==> config.mk <==
export PLATFORM = sky130hd
export DESIGN_NAME = adc_scan_avg
export DESIGN_NICKNAME = d
export VERILOG_FILES = /design/src/rtl/adc_scan_pkg.sv /design/src/rtl/adc_frame_rx.sv /design/src/rtl/adc_scan_avg.sv
export SDC_FILE = /design/constraint.sdc
export NUM_CORES = 1
export LEC_CHECK = 0
export CAP_MARGIN = 5
export CORE_MARGIN = 1.5
export CORE_UTILIZATION = 23
export DETAILED_ROUTE_END_ITERATION = 10
export GPL_TIMING_DRIVEN = 1
export PLACE_DENSITY = 0.35
export SETUP_SLACK_MARGIN = 0.3
export SYNTH_ARGS = -nofsm -noshare
export SYNTH_HDL_FRONTEND = slang
export SYNTH_SLANG_ARGS = --single-unit
==> constraint.sdc <==
create_clock -name clk -period 12.75 [get_ports clk]
set_input_delay 3.1875 -clock clk [delete_from_list [all_inputs] [get_ports clk]]
set_output_delay 3.1875 -clock clk [all_outputs]
set_load 0.03 [all_outputs]
==> src/rtl/adc_scan_pkg.sv <==
// rtl/adc_scan_pkg.sv - shared state encoding and width helpers for the ADC scan averager
package adc_scan_pkg;

    typedef enum logic [2:0] {
        S_IDLE,
        S_SETTLE,
        S_CONV,
        S_WAIT_HI,
        S_WAIT_LO,
        S_SHIFT,
        S_ACC,
        S_OUT
    } scan_state_t;

    function automatic int clog2(input int v);
        int r;
        r = 0;
        while ((1 << r) < v) r++;
        return r;
    endfunction

    // Counter/index width that never collapses to zero bits.
    function automatic int wid(input int n);
        return (clog2(n) > 0) ? clog2(n) : 1;
    endfunction

    function automatic int out_width(input int vfs_mv);
        return clog2(vfs_mv + 1);
    endfunction

endpackage

==> src/rtl/adc_frame_rx.sv <==
// rtl/adc_frame_rx.sv - serial ADC frame receiver: SCLK divider and shift register
module adc_frame_rx
    import adc_scan_pkg::*;
#(
    parameter int FRAME_BITS = 16,
    parameter int ADC_BITS   = 12,
    parameter int CLK_DIV    = 4
) (
    input  logic                clk,
    input  logic                rst,
    input  logic                start,
    input  logic                sdat,
    output logic                sclk,
    output logic                busy,
    output logic                done,
    output logic [ADC_BITS-1:0] code
);

    localparam int DIV_W = wid(CLK_DIV);
    localparam int BIT_W = clog2(FRAME_BITS + 1);

    logic [ADC_BITS-1:0] shreg;
    logic [DIV_W-1:0]    div_cnt;
    logic [BIT_W-1:0]    bit_cnt;

    // Only the trailing ADC_BITS of the frame are kept; leading bits fall off the top.
    always_ff @(posedge clk or posedge rst) begin
        if (rst) begin
            sclk    <= 1'b1;
            busy    <= 1'b0;
            done    <= 1'b0;
            shreg   <= '0;
            div_cnt <= '0;
            bit_cnt <= '0;
        end else begin
            done <= 1'b0;
            if (!busy) begin
                if (start) begin
                    busy    <= 1'b1;
                    sclk    <= 1'b0;
                    div_cnt <= '0;
                    bit_cnt <= '0;
                end
            end else if (div_cnt == DIV_W'(CLK_DIV - 1)) begin
                div_cnt <= '0;
                if (!sclk) begin
                    sclk    <= 1'b1;
                    shreg   <= {shreg[ADC_BITS-2:0], sdat};
                    bit_cnt <= bit_cnt + 1'b1;
                end else if (bit_cnt == BIT_W'(FRAME_BITS)) begin
                    busy <= 1'b0;
                    done <= 1'b1;
                end else begin
                    sclk <= 1'b0;
                end
            end else begin
                div_cnt <= div_cnt + 1'b1;
            end
        end
    end

    assign code = shreg;

endmodule

==> src/rtl/adc_scan_avg.sv <==
// rtl/adc_scan_avg.sv - multi-channel ADC scanner with per-channel averaging and mV scaling
module adc_scan_avg
    import adc_scan_pkg::*;
#(
    parameter int NCH        = 4,
    parameter int ADC_BITS   = 12,
    parameter int FRAME_BITS = 16,
    parameter int CLK_DIV    = 4,
    parameter int CONV_PW    = 2,
    parameter int SETTLE     = 8,
    parameter int BUSY_TO    = 1024,
    parameter int AVG_LOG2   = 2,
    parameter int VFS_MV     = 5000,
    localparam int CH_W      = wid(NCH),
    localparam int OUT_W     = out_width(VFS_MV)
) (
    input  logic             clk,
    input  logic             rst,
    input  logic             st,
    input  logic             cont,
    input  logic             SDAT,
    input  logic             BUSY,
    output logic             st_ADC,
    output logic             SCLK,
    output logic [CH_W-1:0]  MUX_SEL,
    output logic [OUT_W-1:0] dat,
    output logic [CH_W-1:0]  dat_ch,
    output logic             dat_vld,
    output logic             done,
    output logic             err_to
);

    localparam int ACC_W  = ADC_BITS + AVG_LOG2;
    localparam int SMP_W  = (AVG_LOG2 > 0) ? AVG_LOG2 : 1;
    localparam int TMR_W  = 16;
    localparam int TO_W   = wid(BUSY_TO);
    localparam int PROD_W = ADC_BITS + OUT_W;

    scan_state_t         state;
    logic [TMR_W-1:0]    tmr;
    logic [TO_W-1:0]     to_cnt;
    logic [1:0]          hi_cnt;
    logic [SMP_W-1:0]    smp_cnt;
    logic [ACC_W-1:0]    acc;

    logic                rx_start;
    logic                rx_busy;
    logic                rx_done;
    logic [ADC_BITS-1:0] rx_code;
    logic [ADC_BITS-1:0] mean;
    logic [PROD_W-1:0]   prod;

    assign rx_start = (state == S_WAIT_LO) && !BUSY && !rx_busy;
    assign mean     = ADC_BITS'(acc >> AVG_LOG2);
    assign prod     = PROD_W'(mean) * PROD_W'(VFS_MV);

    adc_frame_rx #(
        .FRAME_BITS (FRAME_BITS),
        .ADC_BITS   (ADC_BITS),
        .CLK_DIV    (CLK_DIV)
    ) u_rx (
        .clk   (clk),
        .rst   (rst),
        .start (rx_start),
        .sdat  (SDAT),
        .sclk  (SCLK),
        .busy  (rx_busy),
        .done  (rx_done),
        .code  (rx_code)
    );

    always_ff @(posedge clk or posedge rst) begin
        if (rst) begin
            state   <= S_IDLE;
            tmr     <= '0;
            to_cnt  <= '0;
            hi_cnt  <= '0;
            smp_cnt <= '0;
            acc     <= '0;
            st_ADC  <= 1'b0;
            MUX_SEL <= '0;
            dat     <= '0;
            dat_ch  <= '0;
            dat_vld <= 1'b0;
            done    <= 1'b0;
            err_to  <= 1'b0;
        end else begin
            dat_vld <= 1'b0;
            done    <= 1'b0;
            case (state)
                S_IDLE: begin
                    if (st) begin
                        err_to <= 1'b0;
                        tmr    <= '0;
                        state  <= S_SETTLE;
                    end
                end
                S_SETTLE: begin
                    if (tmr == TMR_W'(SETTLE - 1)) begin
                        tmr    <= '0;
                        st_ADC <= 1'b1;
                        state  <= S_CONV;
                    end else begin
                        tmr <= tmr + 1'b1;
                    end
                end
                S_CONV: begin
                    if (tmr == TMR_W'(CONV_PW - 1)) begin
                        tmr    <= '0;
                        st_ADC <= 1'b0;
                        to_cnt <= '0;
                        hi_cnt <= '0;
                        state  <= S_WAIT_HI;
                    end else begin
                        tmr <= tmr + 1'b1;
                    end
                end
                // A converter whose BUSY pulse is too short to catch is tolerated after 4 cycles.
                S_WAIT_HI: begin
                    if (to_cnt == TO_W'(BUSY_TO - 1)) begin
                        err_to  <= 1'b1;
                        acc     <= '0;
                        smp_cnt <= '0;
                        MUX_SEL <= '0;
                        state   <= S_IDLE;
                    end else begin
                        to_cnt <= to_cnt + 1'b1;
                        if (BUSY || hi_cnt == 2'd3) state  <= S_WAIT_LO;
                        else                        hi_cnt <= hi_cnt + 1'b1;
                    end
                end
                S_WAIT_LO: begin
                    if (!BUSY) begin
                        state <= S_SHIFT;
                    end else if (to_cnt == TO_W'(BUSY_TO - 1)) begin
                        err_to  <= 1'b1;
                        acc     <= '0;
                        smp_cnt <= '0;
                        MUX_SEL <= '0;
                        state   <= S_IDLE;
                    end else begin
                        to_cnt <= to_cnt + 1'b1;
                    end
                end
                S_SHIFT: begin
                    if (rx_done) state <= S_ACC;
                end
                S_ACC: begin
                    acc <= acc + ACC_W'(rx_code);
                    if (smp_cnt == SMP_W'((1 << AVG_LOG2) - 1)) begin
                        smp_cnt <= '0;
                        state   <= S_OUT;
                    end else begin
                        smp_cnt <= smp_cnt + 1'b1;
                        tmr     <= '0;
                        st_ADC  <= 1'b1;
                        state   <= S_CONV;
                    end
                end
                S_OUT: begin
                    dat     <= OUT_W'(prod >> ADC_BITS);
                    dat_ch  <= MUX_SEL;
                    dat_vld <= 1'b1;
                    acc     <= '0;
                    tmr     <= '0;
                    if (MUX_SEL == CH_W'(NCH - 1)) begin
                        done    <= 1'b1;
                        MUX_SEL <= '0;
                        state   <= cont ? S_SETTLE : S_IDLE;
                    end else begin
                        MUX_SEL <= MUX_SEL + 1'b1;
                        state   <= S_SETTLE;
                    end
                end
                default: state <= S_IDLE;
            endcase
        end
    end

endmodule

==> impl_metrics.prom <==
# TYPE chip_impl_metric gauge
chip_impl_metric{name="pin_count_of_the_biggest_net_entering_global_routing",unit=""} 54
chip_impl_info{name="r2r-start",value="acc[6]$_DFFE_PP0P_"} 1
chip_impl_info{name="timing.hold.worst.start",value="dat_ch[0]$_DFFE_PP0P_"} 1
chip_impl_metric{name="antennaDiodeCount",unit=""} 0
chip_impl_info{name="min_to",value="dat_ch[0]$_DFFE_PP0P_"} 1
chip_impl_metric{name="measured_slew_at_the_worst_slew_check_pin",unit="ns"} 0.9454
chip_impl_metric{name="vias_in_the_first_global_route",unit=""} 5791
chip_impl_info{name="tritoncts",value="built"} 1
chip_impl_metric{name="unique_cell_type_count_in_the_yosys_netlist",unit=""} 77
chip_impl_metric{name="die_h",unit="µm"} 178.1
chip_impl_metric{name="count_of_final_setup_violators",unit=""} 0
chip_impl_metric{name="synth_area_per_cell",unit="µm²"} 8.846
chip_impl_metric{name="syn-num-nets",unit=""} 906
chip_impl_metric{name="total_area_of_sequential_cells",unit="µm²"} 2253
chip_impl_metric{name="critPathMaxStageDelay",unit="ns"} 0.60
chip_impl_metric{name="required",unit="ns"} 12.99
chip_impl_metric{name="cts.clk_slew.worst_paths",unit="ns"} 0.07
chip_impl_metric{name="synth.ff_latch_count",unit=""} 90
chip_impl_metric{name="yosysSeqAreaShare",unit="%"} 31.96
chip_impl_info{name="cts_root_buffer",value="sky130_fd_sc_hd__clkbuf_16"} 1
chip_impl_metric{name="layoutNonFillerInstCount",unit=""} 1209
chip_impl_metric{name="post_synth_xor_area_fraction",unit="%"} 1.988
chip_impl_metric{name="layout_min_cycle_time",unit="ns"} 5.102
chip_impl_metric{name="ioPinCount",unit=""} 28
chip_impl_metric{name="cts_repair_resize_count",unit=""} 0
chip_impl_metric{name="r2r_slack",unit="ns"} 7.76
chip_impl_metric{name="globalRouteOverflowTotal",unit=""} 0
chip_impl_info{name="timing.critical_path.cells",value="clkdlybuf4s50_1 -> nor4bb_1 -> inv_1 -> o21a_1 -> or3_1 -> o41ai_1"} 1
chip_impl_metric{name="viasPerCell",unit=""} 4.680
chip_impl_metric{name="row_count",unit=""} 63
chip_impl_metric{name="power_density",unit="nW/µm²"} 172.3
chip_impl_metric{name="syn-cell-area",unit="µm²"} 7051
chip_impl_metric{name="report.power.total",unit="µW"} 1389
chip_impl_info{name="status",value="finished clean"} 1
chip_impl_metric{name="clock_latency",unit="ns"} 0.35
chip_impl_metric{name="synth-simple-area-share",unit="%"} 19.40
chip_impl_metric{name="clock-sinks",unit=""} 90
chip_impl_metric{name="floorplan.die.width",unit="µm"} 178.1
chip_impl_metric{name="drt_wl_total",unit="µm"} 17930
chip_impl_metric{name="drc",unit=""} 0
chip_impl_info{name="combinational_family_with_the_most_area_after_synthesis",value="adder cells"} 1
chip_impl_metric{name="final_core_area_utilization",unit="%"} 27.00
chip_impl_metric{name="nets",unit=""} 923
chip_impl_metric{name="wire_per_inst",unit="µm"} 14.83
chip_impl_info{name="hold_class",value="register to register"} 1
chip_impl_metric{name="grt_first_pass_wirelength",unit="µm"} 30970
chip_impl_info{name="unrepaired_setup_endpoints_after_global_routing",value="false"} 1
chip_impl_metric{name="number_of_placed_instances_taps_included",unit=""} 1193
chip_impl_metric{name="slew-limit-headroom",unit="%"} 36.60
chip_impl_info{name="postSynth.topFlopCell",value="sky130_fd_sc_hd__dfrtp_1"} 1
chip_impl_metric{name="crit_path_max_fanout",unit=""} 18
chip_impl_metric{name="synth_enable_flop_cells",unit=""} 0
chip_impl_info{name="worst_setup_path_end_kind",value="register"} 1
chip_impl_metric{name="report.final.hold_viol_count",unit=""} 0
chip_impl_metric{name="max_clock_freq",unit="GHz"} 0.1960
chip_impl_metric{name="fin_worst_skew",unit="ns"} 0.01114
chip_impl_info{name="regToRegEndpoint",value="dat[9]$_DFFE_PP0P_"} 1
chip_impl_metric{name="cellLeakagePower",unit="µW"} 0.003769
chip_impl_metric{name="netlist_instances",unit=""} 797
chip_impl_metric{name="dpl.hpwl",unit="µm"} 13130
chip_impl_info{name="timing.critical_path.from_type",value="primary input"} 1
chip_impl_metric{name="post_synth_fa_ha_maj_area_fraction",unit="%"} 20.73
chip_impl_metric{name="hold_depth",unit=""} 2
chip_impl_metric{name="power.ir.vdd_worst",unit="mV"} 0.07643
chip_impl_metric{name="max-cap-violations",unit=""} 0
chip_impl_metric{name="timing_max_transition_violations_final",unit=""} 0
chip_impl_metric{name="total_via_count_after_detailed_routing",unit=""} 5658
chip_impl_info{name="most-common-layout-cells",value="sky130_fd_sc_hd__nand2_1, sky130_fd_sc_hd__dfrtp_1, sky130_fd_sc_hd__inv_1"} 1
chip_impl_metric{name="drt_first_iter_violations",unit=""} 309
chip_impl_metric{name="num-fill-cells",unit=""} 3202
chip_impl_metric{name="cts_setup_buffers",unit=""} 0
chip_impl_info{name="slowest_stage",value="sky130_fd_sc_hd__clkdlybuf4s50_1"} 1
chip_impl_metric{name="ant_nets",unit=""} 0
chip_impl_metric{name="drtPass1Iterations",unit=""} 4
chip_impl_metric{name="synth_area_in_compound_gates",unit="%"} 18.85
chip_impl_metric{name="multi_input_area",unit="µm²"} 4347
chip_impl_info{name="path_class",value="primary input to register"} 1
chip_impl_metric{name="number_of_antenna_violations_at_the_first_check_in_global_routing",unit=""} 0
chip_impl_metric{name="synth_warnings",unit=""} 0
chip_impl_metric{name="reg2regPathDepth",unit=""} 17
chip_impl_metric{name="initial_utilization",unit="%"} 23.60
chip_impl_metric{name="yosys-mux-area-fraction",unit="%"} 0.5856
chip_impl_metric{name="finalCritPeriodShare",unit="%"} 40.01
chip_impl_metric{name="hold_buf_cts",unit=""} 0
chip_impl_metric{name="layout-area-overhead-vs-synth",unit="%"} 14.39
chip_impl_metric{name="clk_path_buf_depth",unit=""} 2
chip_impl_metric{name="worstPathArrival",unit="ns"} 5.34
chip_impl_metric{name="groute.usage.overall",unit="%"} 12.29
chip_impl_metric{name="dieArea",unit="µm²"} 31710
chip_impl_metric{name="drive_gt1_share",unit="%"} 4.518
chip_impl_info{name="final_common_cell",value="sky130_fd_sc_hd__nand2_1"} 1
chip_impl_metric{name="buffer_ports.inserted",unit=""} 27
chip_impl_metric{name="cts-htree-levels",unit=""} 3
chip_impl_metric{name="postSynth.asyncResetShare",unit="%"} 100.0
chip_impl_metric{name="place.gp.congestion",unit=""} 0.7381
chip_impl_metric{name="numCtsBuffers",unit=""} 9
chip_impl_metric{name="fin_setup_tns",unit="ns"} 0
chip_impl_metric{name="placeableCoreArea",unit="µm²"} 29870
synthesized netlist by cell type (7+ instances only):
library cell	instances	area share, %
sky130_fd_sc_hd__o22ai_1	8	0.71
sky130_fd_sc_hd__ha_1	80	14
sky130_fd_sc_hd__xnor2_1	9	1.1
sky130_fd_sc_hd__o41ai_1	8	0.99
sky130_fd_sc_hd__o21ai_0	42	3.0
sky130_fd_sc_hd__and2_1	8	0.71
sky130_fd_sc_hd__fa_1	23	6.5
sky130_fd_sc_hd__nand3_1	22	1.6
sky130_fd_sc_hd__and3_1	7	0.62
sky130_fd_sc_hd__a211oi_1	15	1.6
sky130_fd_sc_hd__a21oi_1	36	2.6
sky130_fd_sc_hd__or4_1	7	0.75
sky130_fd_sc_hd__o31ai_1	17	1.8
sky130_fd_sc_hd__nor3_1	13	0.92
sky130_fd_sc_hd__nor3b_1	8	0.85
sky130_fd_sc_hd__xor2_1	7	0.87
sky130_fd_sc_hd__dfrtp_1	89	32
sky130_fd_sc_hd__nand2_1	112	6.0
sky130_fd_sc_hd__nor2_1	34	1.8
sky130_fd_sc_hd__inv_1	90	4.8
sky130_fd_sc_hd__clkbuf_1	22	1.2
sky130_fd_sc_hd__nand4_1	11	0.98
report_power, final:
group | internal, µW | switching, µW
registers | 336 | 55.9
clock network | 163 | 121
logic | 268 | 445
total | 767 | 623
routing by layer:
metal,up-vias,global-route usage (%),share of wire (%)
met2,63,18.79,44
met4,0,3.291,1.3
li1,2900,-,-
met1,2681,17.79,53
met3,14,1.939,2.5
met5,-,0,0
layout make-up:
cell class	instances	share of cell area (%)
Multi-Input combinational cell	587	53.89
Sequential cell	90	27.94
Tap cell	390	6.050
Inverter	92	4.313
Timing Repair Buffer	34	4.002
Clock buffer	12	3.180
Clock inverter	4	0.6205
through the flow:
stage / hold WS [ns] / setup slack (ns) / cell area, µm²
floorplan: 0.4483 / 7.229 / 7051
global placement: 0.4608 / 7.325 / 7759
detailed placement: 0.4629 / 7.284 / 7759
CTS: 0.4808 / 7.656 / 8065
global route: 0.4879 / 7.390 / 8065
finish: 0.4759 / 7.648 / 8065
registers in the layout (all words and copies together), names as in the netlist, 2 cells and up:
| register | flops |
|---|---|
| dat_ch | 2 |
| u_rx.code | 12 |
| smp_cnt | 2 |
| dat | 13 |
| hi_cnt | 2 |
| MUX_SEL | 2 |
| u_rx.div_cnt | 2 |
| acc | 14 |
| state | 3 |
| u_rx.bit_cnt | 5 |
| tmr | 16 |
| to_cnt | 10 |
critical path: cells and delay by family:
kind	cells	cell delay [ns]
AO/OA/AOI/OAI	2	0.63
buffers and inverters	2	0.67
AND/OR/NAND/NOR	2	0.85
worst max path at each step:
stage / start / to / cells after the start
after floorplan: rst / MUX_SEL[0]$_DFFE_PP0P_ / 1
after global placement: BUSY / to_cnt[6]$_DFFE_PP0P_ / 6
after detailed placement: BUSY / to_cnt[6]$_DFFE_PP0P_ / 6
after CTS: BUSY / to_cnt[6]$_DFFE_PP0P_ / 6
after global routing: BUSY / acc[12]$_DFFE_PP0P_ / 6
final: BUSY / to_cnt[6]$_DFFE_PP0P_ / 6
cells by family after synthesis:
kind of cell / Yosys count
adders and majority gates: 103
xor gates and xnor gates: 16
AOI/OAI and AO/OA: 197
DFF: 90
and+or+nand+nor: 267
muxes: 4
buffers and inverters: 120
Note: power is estimated with default switching activity, not from simulation.
==> patch (same settings) <==
`FRAME_BITS` is set to 16 in 2 places; all go to 32.
--- a/src/rtl/adc_frame_rx.sv
+++ b/src/rtl/adc_frame_rx.sv
@@ -3,5 +3,5 @@
     import adc_scan_pkg::*;
 #(
-    parameter int FRAME_BITS = 16,
+    parameter int FRAME_BITS = 32,
     parameter int ADC_BITS   = 12,
     parameter int CLK_DIV    = 4
--- a/src/rtl/adc_scan_avg.sv
+++ b/src/rtl/adc_scan_avg.sv
@@ -5,5 +5,5 @@
     parameter int NCH        = 4,
     parameter int ADC_BITS   = 12,
-    parameter int FRAME_BITS = 16,
+    parameter int FRAME_BITS = 32,
     parameter int CLK_DIV    = 4,
     parameter int CONV_PW    = 2,
Function: same outputs for any inputs over 10 cycles, from zero or initial values and one cycle with rst high; that may be too few to reach the edited logic, so the function may still have changed.
==> patch against the original RTL <==
  * Clock skew grew 0.0047 ns
  * Wire length down 16%
  * Cell count is 7.1% lower
  * Area after synthesis is 6.2% lower
  * Cell area is 5.4% lower
  * Total power down 23%
  * Sequential cell count rose by 1
  * Setup slack improved by 0.25 ns
  * Sequential power is 4% lower
  * Critical path type unchanged
  * Largest cell class unchanged
  * Highest routed layer unchanged
==> patch: results (changes against the original RTL) <==
[yosys]
synthDistinctLibCells = 67  ; -13%
synth_fp_nets = 822  ; -9.3%
ys_warn_count = 0  ; unchanged
async_flop_share_pct = 100.0  ; unchanged
ys_top_cells_by_area = dfrtp_1 (34%), ha_1 (15%), fa_1 (7.0%), nand2_1 (5.5%), inv_1 (4.9%)
synth_common_cells = nand2_1 (97), dfrtp_1 (90), inv_1 (86)
synth-seq-area-share_pct = 34.47  ; +2.5 points
synth-main-ff-cell = dfrtp_1

[route]
first_pass_iters = 4  ; unchanged
finalWirelength_mm = 15.14  ; -16%
dr_total_vias = 4901  ; -13%
dr.first_iter.drc_count = 211  ; -32%

[grt]
grt_pass1_vias = 5041  ; -13%
grt_pass1_wl_mm = 26.43  ; -15%
antenna_found_initial = 0  ; unchanged
grt_max_degree = 58  ; +7.4%
grt_usage_pct = 10.85  ; -1.4 points

[layout]
diodes = 0  ; unchanged
fin_nets = 849  ; -8.0%
reg.largest.list = tmr x16, acc x14, dat x13
drive_gt1_share_pct = 5.906  ; +1.4 points
fill_cells = 3012  ; -5.9%

[critical_path]
path_delay_family = compound AO/OA/AOI/OAI gates
r2r_slack_ns = 7.99  ; +0.23 ns
r2r_end = dat[10]$_DFFE_PP0P_
cp-startpoint = BUSY
slowest_delay_ns = 0.97  ; +0.37 ns
worst-path-max-fanout = 16  ; -2
cp_slowest_cell = a221oi_2
reg2reg_depth = 17  ; unchanged
cp.arrival_ns = 5.11  ; -0.23 ns
r2r-start = acc[6]$_DFFE_PP0P_
crit_path_end = MUX_SEL[0]$_DFFE_PP0P_

[clock_tree]
clockBufferDepth = 2  ; unchanged
cts.htree.levels = 3  ; unchanged
cts_root_buffer = clkbuf_16
cts_resized = 0  ; unchanged
cts_setup_buffers = 0  ; unchanged
insertion_delay_ns = 0.36
cts_buffers = 9  ; unchanged
clkSlewWorstSetupHoldPaths_ns = 0.07  ; about the same

[place]
dpl-instance-area_um2 = 7323  ; -5.6%
hpwl_mm = 11.70  ; -11%
port_buffers = 27  ; unchanged
gp_congestion = 0.7548  ; +2.3%

[sta]
worstMarginPinSlew_ns = 1.292  ; +0.3469 ns
fin_worst_skew_ns = 0.01587  ; +0.004732 ns

[worst_hold_path]
min_from = dat[12]$_DFFE_PP0P_
hp-class = reg -> reg
holdPathStages = 2  ; unchanged
hold_end = dat[12]$_DFFE_PP0P_

[run_status]
outcome = finished, final reports clean

[pwr]
peakVddDrop_mv = 0.06106  ; -20%
p_leak_nw = 3.763  ; -0.16%

patch: cell count changes after synthesis, sizes merged, moves of 7 or more:
cell    change
nor2       +10
a211oi     -10
nand2      -16
or4         -7
nand3      -12
o31ai       -9
a21o       +12
xnor2       +9
a21oi       -8
clkbuf     -13
xor2       +12
patch: cell families after synthesis:
family | after synthesis | share of synthesized area (%)
adders and majority gates | 103 | 22.11
and+or+nand+nor | 225 | 16.54
buffers and inverters | 102 | 5.887
xor gates and xnor gates | 37 | 4.903
DFF | 91 | 34.47
muxes | 3 | 0.5110
AOI/OAI and AO/OA | 152 | 15.58
patch: per-layer routing:
metal | track usage (%) | vias to the layer above | share of wire, %
met5 | 0 | - | 0
met3 | 1.746 | 18 | 2.9
met2 | 17.02 | 69 | 45
met4 | 3.801 | 0 | 2.0
met1 | 15.03 | 2300 | 50
li1 | - | 2514 | -
patch: cell type report:
type | count | area [um2] | share of cell area, %
inverter | 87 | 329.1 | 4.314
sequential | 91 | 2278 | 29.87
clock buffer | 9 | 225.2 | 2.953
clock inverter | 7 | 78.83 | 1.033
timing repair buffer | 31 | 300.3 | 3.937
multi-input combinational | 520 | 3943 | 51.69
tap | 378 | 473.0 | 6.201
patch: metrics by stage:
stage,power (mW),setup WS (ns),hold slack [ns],instances
2_1_floorplan,0.6870,7.201,0.4479,713
3_3_place_gp,0.8057,7.476,0.4597,1107
3_5_place_dp,0.8089,7.438,0.4676,1107
4_1_cts,1.102,7.810,0.4838,1123
5_1_grt,1.173,7.668,0.5208,1123
6_report,1.076,7.895,0.4778,1123
patch: where the power goes:
part | switching (mW) | internal, mW | total (mW)
combinational | 0.250 | 0.172 | 0.422
sequential | 0.0492 | 0.326 | 0.375
clock | 0.138 | 0.140 | 0.279
total | 0.437 | 0.638 | 1.08
